<file path="config.mk">
export PLATFORM = sky130hd
export DESIGN_NAME = pix_row_scheduler_flat
export DESIGN_NICKNAME = d
export VERILOG_FILES = /design/src/rtl/pix_row_if.sv /design/src/rtl/pix_row_scheduler.sv /design/src/flat_wrapper.sv
export SDC_FILE = /design/constraint.sdc
export NUM_CORES = 1
export LEC_CHECK = 0
export CAP_MARGIN = 40
export CORE_MARGIN = 2
export CORE_UTILIZATION = 40
export CTS_BUF_LIST = sky130_fd_sc_hd__clkbuf_16
export CTS_CLUSTER_DIAMETER = 60
export DETAILED_ROUTE_END_ITERATION = 10
export PLACE_DENSITY = 0.72
export SYNTH_ARGS = -nofsm -noshare
export SYNTH_HDL_FRONTEND = slang
export SYNTH_SLANG_ARGS = --single-unit
</file>
<file path="constraint.sdc">
create_clock -name clk -period 8.4 [get_ports clk]
set_input_delay 0.84 -clock clk [delete_from_list [all_inputs] [get_ports clk]]
set_output_delay 0.84 -clock clk [all_outputs]
set_load 0.02 [all_outputs]
</file>
<file path="src/rtl/pix_row_if.sv">
// ----------------------------------------------------------------------------
// pix_row_if
//   Bundles the control, row-source and PE-array handshake signals of the
//   pix_row_scheduler.
//   master : the scheduler side (drives busy/frame_done/in_ready/pe_*)
//   slave  : the environment side (drives start/in_data/in_valid/pe_ready)
// Parameters
//   DWIDTH  bits per pixel (rows are 5 pixels, pixel4 in the MSBs)
//   NUM_PE  number of PEs (width of pe_valid / pe_ready)
//   RW      output-row index width, must equal $clog2(ROWS) of the scheduler
// ----------------------------------------------------------------------------
interface pix_row_if #(
   parameter int DWIDTH = 8,
   parameter int NUM_PE = 3,
   parameter int RW     = 3
);
   logic                  start;
   logic                  busy;
   logic                  frame_done;
   logic [DWIDTH*5-1:0]   in_data;
   logic                  in_valid;
   logic                  in_ready;
   logic [DWIDTH*5-1:0]   pe_data;
   logic [NUM_PE-1:0]     pe_valid;
   logic [NUM_PE-1:0]     pe_ready;
   logic [1:0]            pe_tap;
   logic [RW-1:0]         pe_orow;

   modport master (
      input  start, in_data, in_valid, pe_ready,
      output busy, frame_done, in_ready, pe_data, pe_valid, pe_tap, pe_orow
   );

   modport slave (
      output start, in_data, in_valid, pe_ready,
      input  busy, frame_done, in_ready, pe_data, pe_valid, pe_tap, pe_orow
   );
endinterface

</file>
<file path="src/rtl/pix_row_scheduler.sv">
// ----------------------------------------------------------------------------
// pix_row_scheduler
//   Feeds packed 5-pixel rows to NUM_PE pixel-memory PEs for a 3-row CONV
//   filter. Output row o belongs to PE (o % NUM_PE); each input row r is sent
//   once to every owner of an output row o with o <= r <= o+2, o <= ROWS-3,
//   in ascending o. The tap (r-o) and output row index travel with the data.
// Ports
//   clk        rising-edge clock
//   rst        asynchronous reset, active high
//   bus        pix_row_if.master:
//                start/busy/frame_done  frame control
//                in_data/in_valid/in_ready  row source handshake
//                pe_data/pe_valid(one-hot)/pe_ready/pe_tap/pe_orow  PE dispatch
//   stall_cnt  32-bit count of stalled dispatch cycles; present only when the
//              macro PIX_SCHED_STATS_EN is defined
// ----------------------------------------------------------------------------
module pix_row_scheduler #(
   parameter int DWIDTH = 8,
   parameter int ROWS   = 5,
   parameter int NUM_PE = 3
) (
   input  logic         clk,
   input  logic         rst,
   pix_row_if.master    bus
`ifdef PIX_SCHED_STATS_EN
   ,
   output logic [31:0]  stall_cnt
`endif
);

   localparam int RW = $clog2(ROWS);
   localparam int PW = DWIDTH * 5;
   localparam logic [RW-1:0] LAST_ROW  = RW'(ROWS - 1);
   localparam logic [RW-1:0] LAST_OROW = RW'(ROWS - 3);

   generate
      if (ROWS < 3 || NUM_PE < 3) begin : g_bad_cfg
         $error("pix_row_scheduler: needs ROWS >= 3 and NUM_PE >= 3");
      end
   endgenerate

   typedef enum logic [1:0] {
      S_IDLE,
      S_LOAD,
      S_DISPATCH,
      S_DONE
   } state_t;

   state_t              state_q, state_d;
   logic [RW-1:0]       r_q, r_d;           // current input row
   logic [RW-1:0]       o_q, o_d;           // current target output row
   logic [RW-1:0]       o_end_q, o_end_d;   // last target output row of r
   logic                busy_q, busy_d;
   logic                frame_done_q, frame_done_d;
   logic                in_ready_q, in_ready_d;
   logic [PW-1:0]       pe_data_q, pe_data_d;
   logic [NUM_PE-1:0]   pe_valid_q, pe_valid_d;
   logic [1:0]          pe_tap_q, pe_tap_d;
   logic [RW-1:0]       pe_orow_q, pe_orow_d;
`ifdef PIX_SCHED_STATS_EN
   logic [31:0]         stall_q, stall_d;
`endif

   logic [RW-1:0]       o_first;   // max(0, r-2)
   logic [RW-1:0]       o_last;    // min(r, ROWS-3)
   logic [RW-1:0]       o_next;
   logic                pe_fire;

   function automatic logic [NUM_PE-1:0] owner_onehot(input logic [RW-1:0] orow);
      logic [NUM_PE-1:0] oh;
      for (int i = 0; i < NUM_PE; i++) begin
         oh[i] = ((int'(orow) % NUM_PE) == i);
      end
      return oh;
   endfunction

   function automatic logic [1:0] tap_of(input logic [RW-1:0] row, input logic [RW-1:0] orow);
      return 2'(row - orow);
   endfunction

   assign o_first = (r_q >= RW'(2)) ? (r_q - RW'(2)) : '0;
   assign o_last  = (r_q < LAST_OROW) ? r_q : LAST_OROW;
   assign o_next  = o_q + RW'(1);
   // Only the selected PE's ready matters: pe_valid_q is one-hot.
   assign pe_fire = |(pe_valid_q & bus.pe_ready);

   always_comb begin
      // NOTE: every _d gets a default before the case so no path leaves it
      // unassigned; otherwise synthesis would infer a latch.
      state_d      = state_q;
      r_d          = r_q;
      o_d          = o_q;
      o_end_d      = o_end_q;
      busy_d       = busy_q;
      frame_done_d = 1'b0;
      in_ready_d   = in_ready_q;
      pe_data_d    = pe_data_q;
      pe_valid_d   = pe_valid_q;
      pe_tap_d     = pe_tap_q;
      pe_orow_d    = pe_orow_q;
`ifdef PIX_SCHED_STATS_EN
      stall_d      = stall_q;
`endif

      case (state_q)
         S_IDLE: begin
            if (bus.start) begin
               state_d    = S_LOAD;
               r_d        = '0;
               busy_d     = 1'b1;
               in_ready_d = 1'b1;
`ifdef PIX_SCHED_STATS_EN
               stall_d    = '0;
`endif
            end
         end

         S_LOAD: begin
            if (bus.in_valid && in_ready_q) begin
               pe_data_d  = bus.in_data;
               o_d        = o_first;
               o_end_d    = o_last;
               in_ready_d = 1'b0;
               pe_valid_d = owner_onehot(o_first);
               pe_tap_d   = tap_of(r_q, o_first);
               pe_orow_d  = o_first;
               state_d    = S_DISPATCH;
            end
         end

         S_DISPATCH: begin
`ifdef PIX_SCHED_STATS_EN
            if (!pe_fire && stall_q != 32'hFFFF_FFFF) begin
               stall_d = stall_q + 32'd1;
            end
`endif
            if (pe_fire) begin
               if (o_q < o_end_q) begin
                  // Present the next target straight away (no bubble).
                  o_d        = o_next;
                  pe_valid_d = owner_onehot(o_next);
                  pe_tap_d   = tap_of(r_q, o_next);
                  pe_orow_d  = o_next;
               end else begin
                  pe_valid_d = '0;
                  if (r_q < LAST_ROW) begin
                     r_d        = r_q + RW'(1);
                     in_ready_d = 1'b1;
                     state_d    = S_LOAD;
                  end else begin
                     frame_done_d = 1'b1;
                     busy_d       = 1'b0;
                     state_d      = S_DONE;
                  end
               end
            end
         end

         S_DONE: begin
            state_d = S_IDLE;
         end

         default: begin
            state_d = S_IDLE;
         end
      endcase
   end

   // The row buffer (pe_data) is only five pixels wide and drives a visible
   // output, so it is reset together with the control state.
   always_ff @(posedge clk or posedge rst) begin
      if (rst) begin
         state_q      <= S_IDLE;
         r_q          <= '0;
         o_q          <= '0;
         o_end_q      <= '0;
         busy_q       <= 1'b0;
         frame_done_q <= 1'b0;
         in_ready_q   <= 1'b0;
         pe_data_q    <= '0;
         pe_valid_q   <= '0;
         pe_tap_q     <= '0;
         pe_orow_q    <= '0;
`ifdef PIX_SCHED_STATS_EN
         stall_q      <= '0;
`endif
      end else begin
         // NOTE: non-blocking assignments make every flop sample the values
         // from before the edge, independent of statement order.
         state_q      <= state_d;
         r_q          <= r_d;
         o_q          <= o_d;
         o_end_q      <= o_end_d;
         busy_q       <= busy_d;
         frame_done_q <= frame_done_d;
         in_ready_q   <= in_ready_d;
         pe_data_q    <= pe_data_d;
         pe_valid_q   <= pe_valid_d;
         pe_tap_q     <= pe_tap_d;
         pe_orow_q    <= pe_orow_d;
`ifdef PIX_SCHED_STATS_EN
         stall_q      <= stall_d;
`endif
      end
   end

   assign bus.busy       = busy_q;
   assign bus.frame_done = frame_done_q;
   assign bus.in_ready   = in_ready_q;
   assign bus.pe_data    = pe_data_q;
   assign bus.pe_valid   = pe_valid_q;
   assign bus.pe_tap     = pe_tap_q;
   assign bus.pe_orow    = pe_orow_q;
`ifdef PIX_SCHED_STATS_EN
   assign stall_cnt      = stall_q;
`endif

endmodule
</file>
<file path="src/flat_wrapper.sv">
// flat-port wrapper written by rule: the top's interface ports become plain ports
module pix_row_scheduler_flat 
#(
   parameter int DWIDTH = 8,
   parameter int ROWS   = 5,
   parameter int NUM_PE = 3
)
  (clk, rst, bus_start, bus_in_data, bus_in_valid, bus_pe_ready, bus_busy, bus_frame_done, bus_in_ready, bus_pe_data, bus_pe_valid, bus_pe_tap, bus_pe_orow);
  pix_row_if #(.DWIDTH(DWIDTH), .NUM_PE(NUM_PE)) bus_i ();
  input  logic clk;
  input  logic rst;
  input wire logic [$bits(bus_i.start)-1:0] bus_start;
  input wire logic [$bits(bus_i.in_data)-1:0] bus_in_data;
  input wire logic [$bits(bus_i.in_valid)-1:0] bus_in_valid;
  input wire logic [$bits(bus_i.pe_ready)-1:0] bus_pe_ready;
  output wire logic [$bits(bus_i.busy)-1:0] bus_busy;
  output wire logic [$bits(bus_i.frame_done)-1:0] bus_frame_done;
  output wire logic [$bits(bus_i.in_ready)-1:0] bus_in_ready;
  output wire logic [$bits(bus_i.pe_data)-1:0] bus_pe_data;
  output wire logic [$bits(bus_i.pe_valid)-1:0] bus_pe_valid;
  output wire logic [$bits(bus_i.pe_tap)-1:0] bus_pe_tap;
  output wire logic [$bits(bus_i.pe_orow)-1:0] bus_pe_orow;
  assign bus_i.start = bus_start;
  assign bus_i.in_data = bus_in_data;
  assign bus_i.in_valid = bus_in_valid;
  assign bus_i.pe_ready = bus_pe_ready;
  assign bus_busy = bus_i.busy;
  assign bus_frame_done = bus_i.frame_done;
  assign bus_in_ready = bus_i.in_ready;
  assign bus_pe_data = bus_i.pe_data;
  assign bus_pe_valid = bus_i.pe_valid;
  assign bus_pe_tap = bus_i.pe_tap;
  assign bus_pe_orow = bus_i.pe_orow;
  pix_row_scheduler #(.DWIDTH(DWIDTH), .ROWS(ROWS), .NUM_PE(NUM_PE)) u_core (.clk(clk), .rst(rst), .bus(bus_i));
endmodule
</file>
## After elaboration in Yosys (flattened, before gate mapping)

Cells that the tools add are included.

- Logic and storage cells: 90
- Bits of input ports: 47
- Output and inout bits: 51
- Flip-flop bits (word level): 59

- Bitwise operators: 1
- Add/sub/neg operators: 5
- $lt $le $gt $ge: 4
- Div/mod/pow operators: 2
- Reduce and logical (&&, ||, !) cells: 15
- Eq/ne operators: 14
- Muxes and demuxes: 39

Operator list:

| kind | count |
|---|---|
| $eq 32x2->1 const B | 2 |
| $eq 32x3->1 const B | 2 |
| $logic_not 32->1 | 2 |
| $mod 4x3->32 const B | 2 |
| $mux 3 | 12 |
| $pmux 3 s2 | 3 |
| $mux 2 | 8 |
| $mux 1 | 12 |
| $reduce_and 5->1 | 2 |
| $ne 2x1->1 const B | 4 |
| $pmux 2 s4 | 1 |
| $reduce_and 4->1 | 2 |
| $add 3x1->3 const B | 2 |
| $ne 2x2->1 const B | 3 |
| $reduce_and 6->1 | 1 |
| $eq 2x2->1 const B | 2 |
| $pmux 2 s2 | 1 |
| $reduce_bool 2->1 | 2 |
| $sub 2x2->2 | 2 |
| $and 3x3->3 | 1 |
| $ge 3x2->1 const B | 1 |
| $lt 3x2->1 const B | 1 |
| $lt 3x3->1 | 1 |
| $lt 3x3->1 const B | 1 |
| 10 further kinds | 10 |

## Depth between registers and ports, before layout

- Depth in word-level cells: 6
- Depth in mapped cells: 14
- Mapped depth without buffers: 13

## Worst setup path after synthesis

No wires, ideal clock.

- Path kind: register to register
- Start: register u_core.o_q[1]
- End: register u_core.pe_valid_q[2] (netlist: u_core.bus.pe_valid[2])
- Buffers on the path: 0
- Arrival: 2962 ps
- Library setup time: 74 ps
- Setup slack: 5364 ps
- Period minus slack after synthesis: 3036 ps
- Data required time: 8326 ps
- Stages on the path, launching flop included: 13
- Path through: dfrtp_1 > ha_1 > xor2_1 > nand2_1 > clkinv_1 > nand2_1 > a21oi_1 > ha_1 > nor3b_2 > or4b_1 > o211a_1 > or3_4 > o21ai_2

- Longest elaborated chain between the ends: 6
- Elaborated cells between the ends (all ways): 7
- Classes of those cells: 1 x add/sub; 1 x div; 1 x order compare; 1 x eq/ne; 3 x mux

RTL lines:

| element | RTL line | source |
|---|---|---|
| from (decl) | pix_row_scheduler.sv:51 | `logic [RW-1:0] o_q, o_d;` |
| from (signal assigned) | pix_row_scheduler.sv:175 | `o_q <= '0;` |
| from (signal assigned) | pix_row_scheduler.sv:192 | `o_q <= o_d;` |
| $add 3x1->3 | pix_row_scheduler.sv:83 | `assign o_next = o_q + RW'(1);` |
| $mod 4x3->32 | pix_row_scheduler.sv:72 | `oh[i] = ((int'(orow) % NUM_PE) == i);` |
| $eq 32x3->1 | pix_row_scheduler.sv:72 |  |
| $mux 3 (*) | pix_row_scheduler.sv:138 | `if (o_q < o_end_q) begin` |
| $mux 3 (*) | pix_row_scheduler.sv:137 | `if (pe_fire) begin` |
| $pmux 3 s2 (*) | pix_row_scheduler.sv:105 | `case (state_q)` |
| to (signal assigned) | pix_row_scheduler.sv:198 | `pe_valid_q <= pe_valid_d;` |
| to (decl) | pix_row_scheduler.sv:57 | `logic [NUM_PE-1:0] pe_valid_q, pe_valid_d;` |

Every way passes the cells marked *; elsewhere a longest branch is shown, timed or not. The select of a mux whose other input is x is not followed.
A chain may end at the register's enable or synchronous reset.

## Worst setup path in the final report

- Start: register u_core.o_q[0]
- End: register u_core.pe_valid_q[1] (netlist: u_core.bus.pe_valid[1])

- Longest elaborated chain between the ends: 6
- Elaborated cells between the ends (all ways): 7
- Classes of those cells: 1 x add/sub; 1 x div; 1 x order compare; 1 x eq/ne; 3 x mux

RTL lines:

| element | RTL line |
|---|---|
| $add 3x1->3 | pix_row_scheduler.sv:83 |
| $mod 4x3->32 | pix_row_scheduler.sv:72 |
| $eq 32x2->1 | pix_row_scheduler.sv:72 |
| $mux 3 (*) | pix_row_scheduler.sv:138 |
| $mux 3 (*) | pix_row_scheduler.sv:137 |
| $pmux 3 s2 (*) | pix_row_scheduler.sv:105 |

Marks and branches as above.

==> qor.yml <==
clock_tree:
  clk_pin_slew_ns: 0.05
  cts_made_buffers: 9
  cts.sinks: 59
  clockBufferDepth: 2
  cts_setup_buffers: 0
  clkLatencyLatePin_ns: 0.32
  ctsHoldBuffers: 0
  cts_resized: 0
  cts_tree: "built"
  cts.htree.levels: 3
  cts_root_buffer: "clkbuf_16"
logic_synthesis:
  synth_seq_area_share_pct: 49.4
  ys_warn_count: 0
  synth_top_family_by_area: "multiplexers"
  synth-async-reset-ratio_pct: 100
  synth-simple-area-share_pct: 9.49
  ys_ff_latch: 59
  synth_area_um2: 2990
  synth_adder_area_share_pct: 7.53
  synth_edf_count: 0
  synthFlopType: "dfrtp_1"
  synth_compound_area_share_pct: 11.5
  syn_nets: 319
  synthXorXnorAreaFrac_pct: 0.878
  synthMuxAreaShare_pct: 17.9
  synth_cells: 254
  postSynthAreaPerCell_um2: 11.8
  synth_cell_types: 52
die:
  rows: 31
  coreArea_um2: 7250
  die_x_um: 90.5
  start_util_pct: 41.2
  die_h_um: 90.5
  ios: 98
  dieArea_um2: 8190
flow_run:
  cap_viol_max_count: 0
route:
  dr.first_iter.drc_count: 93
  drc: 0
  dr.pass1.iters: 6
  vias: 2297
  finalWirelength_mm: 6.70
  wl_per_cell_um: 14.6
  ant_nets: 0
  vias_per_cell: 5.02
sta:
  drv_slew: 0
  setup_viol: 0
  fmax_mhz: 299
  finalHoldViolCount: 0
  relSlewSlack_pct: 39.0
  finalSetupTns_ns: 0
  finalClockSkew_ns: 0.00744
  rsz0062_at_grt: "no"
  min_period_over_period_pct: 39.8
  worst_pin_slew_ns: 0.915
  layout_min_cycle_time_ns: 3.34
layout:
  final_util_pct: 60.4
  fin_nets: 419
  final_common_cell: "clkdlybuf4s50_1"
  areaGrowthSynthToFinish_pct: 46.3
  drive_gt1_share_pct: 18.4
  antenna_cells: 0
  final_cell_mix: "clkdlybuf4s50_1 (97), dfrtp_1 (59), mux2_2 (40)"
global_routing:
  overflow: 0
  grt_util_all_layers_pct: 16.6
  grt_max_degree: 60
  grt_pass1_vias: 2326
  antenna_found_initial: 0
  grt_pass1_wl_mm: 11.0
placed_design:
  gp_congestion: 0.794
  dp_hpwl_mm: 4.78
  portBuffers: 97
outcome:
  status: "complete, no violations"
setup_path:
  cp.required_ns: 8.64
  path_max_fanout: 14
  cp-end-kind: "flip-flop"
  path_class: "flip-flop to flip-flop"
  start_kind: "flip-flop"
  cp.arrival_ns: 3.58
power:
  p_per_area_nw_per_um2: 400
  p_leak_nw: 1.87
  vdd_ir_drop_max_v: 0.000208
hold_path:
  hold_class: "flip-flop to flip-flop"
[synth_stat cells, types with 2 or more instances]
library cell | instances | area share, %
a21o_1 | 2 | 0.50
a21oi_1 | 11 | 1.8
a22oi_1 | 3 | 0.75
a31oi_1 | 4 | 0.84
and2_1 | 3 | 0.63
clkbuf_1 | 10 | 1.3
dfrtp_1 | 59 | 49
ha_1 | 18 | 7.5
inv_1 | 16 | 2.0
mux2_1 | 3 | 1.1
mux2_2 | 40 | 15
mux2i_1 | 5 | 1.7
nand2_1 | 14 | 1.8
nand2b_1 | 6 | 1.3
nand3_1 | 5 | 0.84
nor2_1 | 5 | 0.63
nor2b_1 | 2 | 0.42
nor3_1 | 2 | 0.33
o211ai_1 | 2 | 0.50
o21ai_0 | 7 | 1.2
o21ai_1 | 2 | 0.33
o21ai_2 | 3 | 0.88
or3b_1 | 2 | 0.59
xor2_1 | 2 | 0.59
[path summary, 6_finish.rpt]
check / slack [ns] / end / startpoint / cells after the start
setup / recovery: 5.06 / u_core.bus.pe_valid[1]$_DFFE_PP0P_ / u_core.o_q[0]$_DFFE_PP0P_ / 12
hold / removal: 0.49 / u_core.o_end_q[2]$_DFFE_PP0P_ / u_core.o_end_q[2]$_DFFE_PP0P_ / 1
setup reg to reg: 5.06 / u_core.bus.pe_valid[1]$_DFFE_PP0P_ / u_core.o_q[0]$_DFFE_PP0P_ / 12
hold reg to reg: 0.49 / u_core.o_end_q[2]$_DFFE_PP0P_ / u_core.o_end_q[2]$_DFFE_PP0P_ / 1
max in group asynchronous: 6.84 / u_core.bus.pe_valid[1]$_DFFE_PP0P_ / rst / 3
min in group asynchronous: 1.05 / u_core.bus.pe_data[17]$_DFFE_PP0P_ / rst / 3
[routing by layer]
metal / share of wire (%) / routed length, um / GRT usage, % / vias to the layer above
li1: - / - / - / 1112
met1: 43 / 2890 / 20.5 / 1107
met2: 48 / 3200 / 26.4 / 71
met3: 7.8 / 520 / 6.26 / 7
met4: 1.2 / 83 / 6.67 / 0
met5: 0 / 0 / 0 / -
[worst max-delay path, cell delays in order (launching register included)]
cell	delay (ns)
dfrtp_1	0.58
ha_1	0.33
xor2_1	0.35
nand2_1	0.16
clkinv_1	0.09
nand2_1	0.07
a21oi_1	0.16
ha_1	0.26
nor3b_2	0.20
or4b_1	0.44
o211a_1	0.14
or3_4	0.35
o21ai_2	0.14
[sequential cells by signal (all words and copies together) (netlist names)]
name                   count
u_core.bus.pe_tap          2
u_core.r_q                 3
u_core.bus.pe_valid        3
u_core.bus.busy            1
u_core.bus.pe_data        40
u_core.o_q                 3
u_core.bus.in_ready        1
u_core.o_end_q             3
u_core.bus.frame_done      1
u_core.state_q             2
[area by class of cell]
type | count | area, um^2
sequential | 59 | 1480
clock inverter | 7 | 83.8
inverter | 17 | 63.8
timing repair buffer | 99 | 986
fill | 606 | 2880
clock buffer | 9 | 225
multi-input combinational | 168 | 1420
tap | 99 | 124
[report_power, final]
part | switching, W | total (W) | leakage (nW) | internal [W]
Clock | 0.000122 | 0.000377 | 0.153 | 0.000255
Combinational | 0.000436 | 0.000877 | 0.997 | 0.000441
Sequential | 0.0000847 | 0.000497 | 0.720 | 0.000413
Total | 0.000642 | 0.00175 | 1.87 | 0.00111
[stage by stage]
step                setup slack [ns]  instance area [um^2]  hold slack, ns  std cells  total power, W
floorplan                       5.36                  2990           0.450        254         0.00103
global placement                5.21                  4070           0.468        442         0.00136
detailed placement              5.11                  4070           0.472        442         0.00138
CTS                             5.08                  4380           0.489        458         0.00177
global route                    4.85                  4380           0.507        458         0.00186
finish                          5.06                  4380           0.487        458         0.00175
[logic make-up after synthesis]
logic type	count (synthesis)
simple gates	50
compound gates	49
buf+inv	27
flops	59
xor+xnor	3
fa+ha+maj	18
mux	48
(Power assumes the default switching activity.)
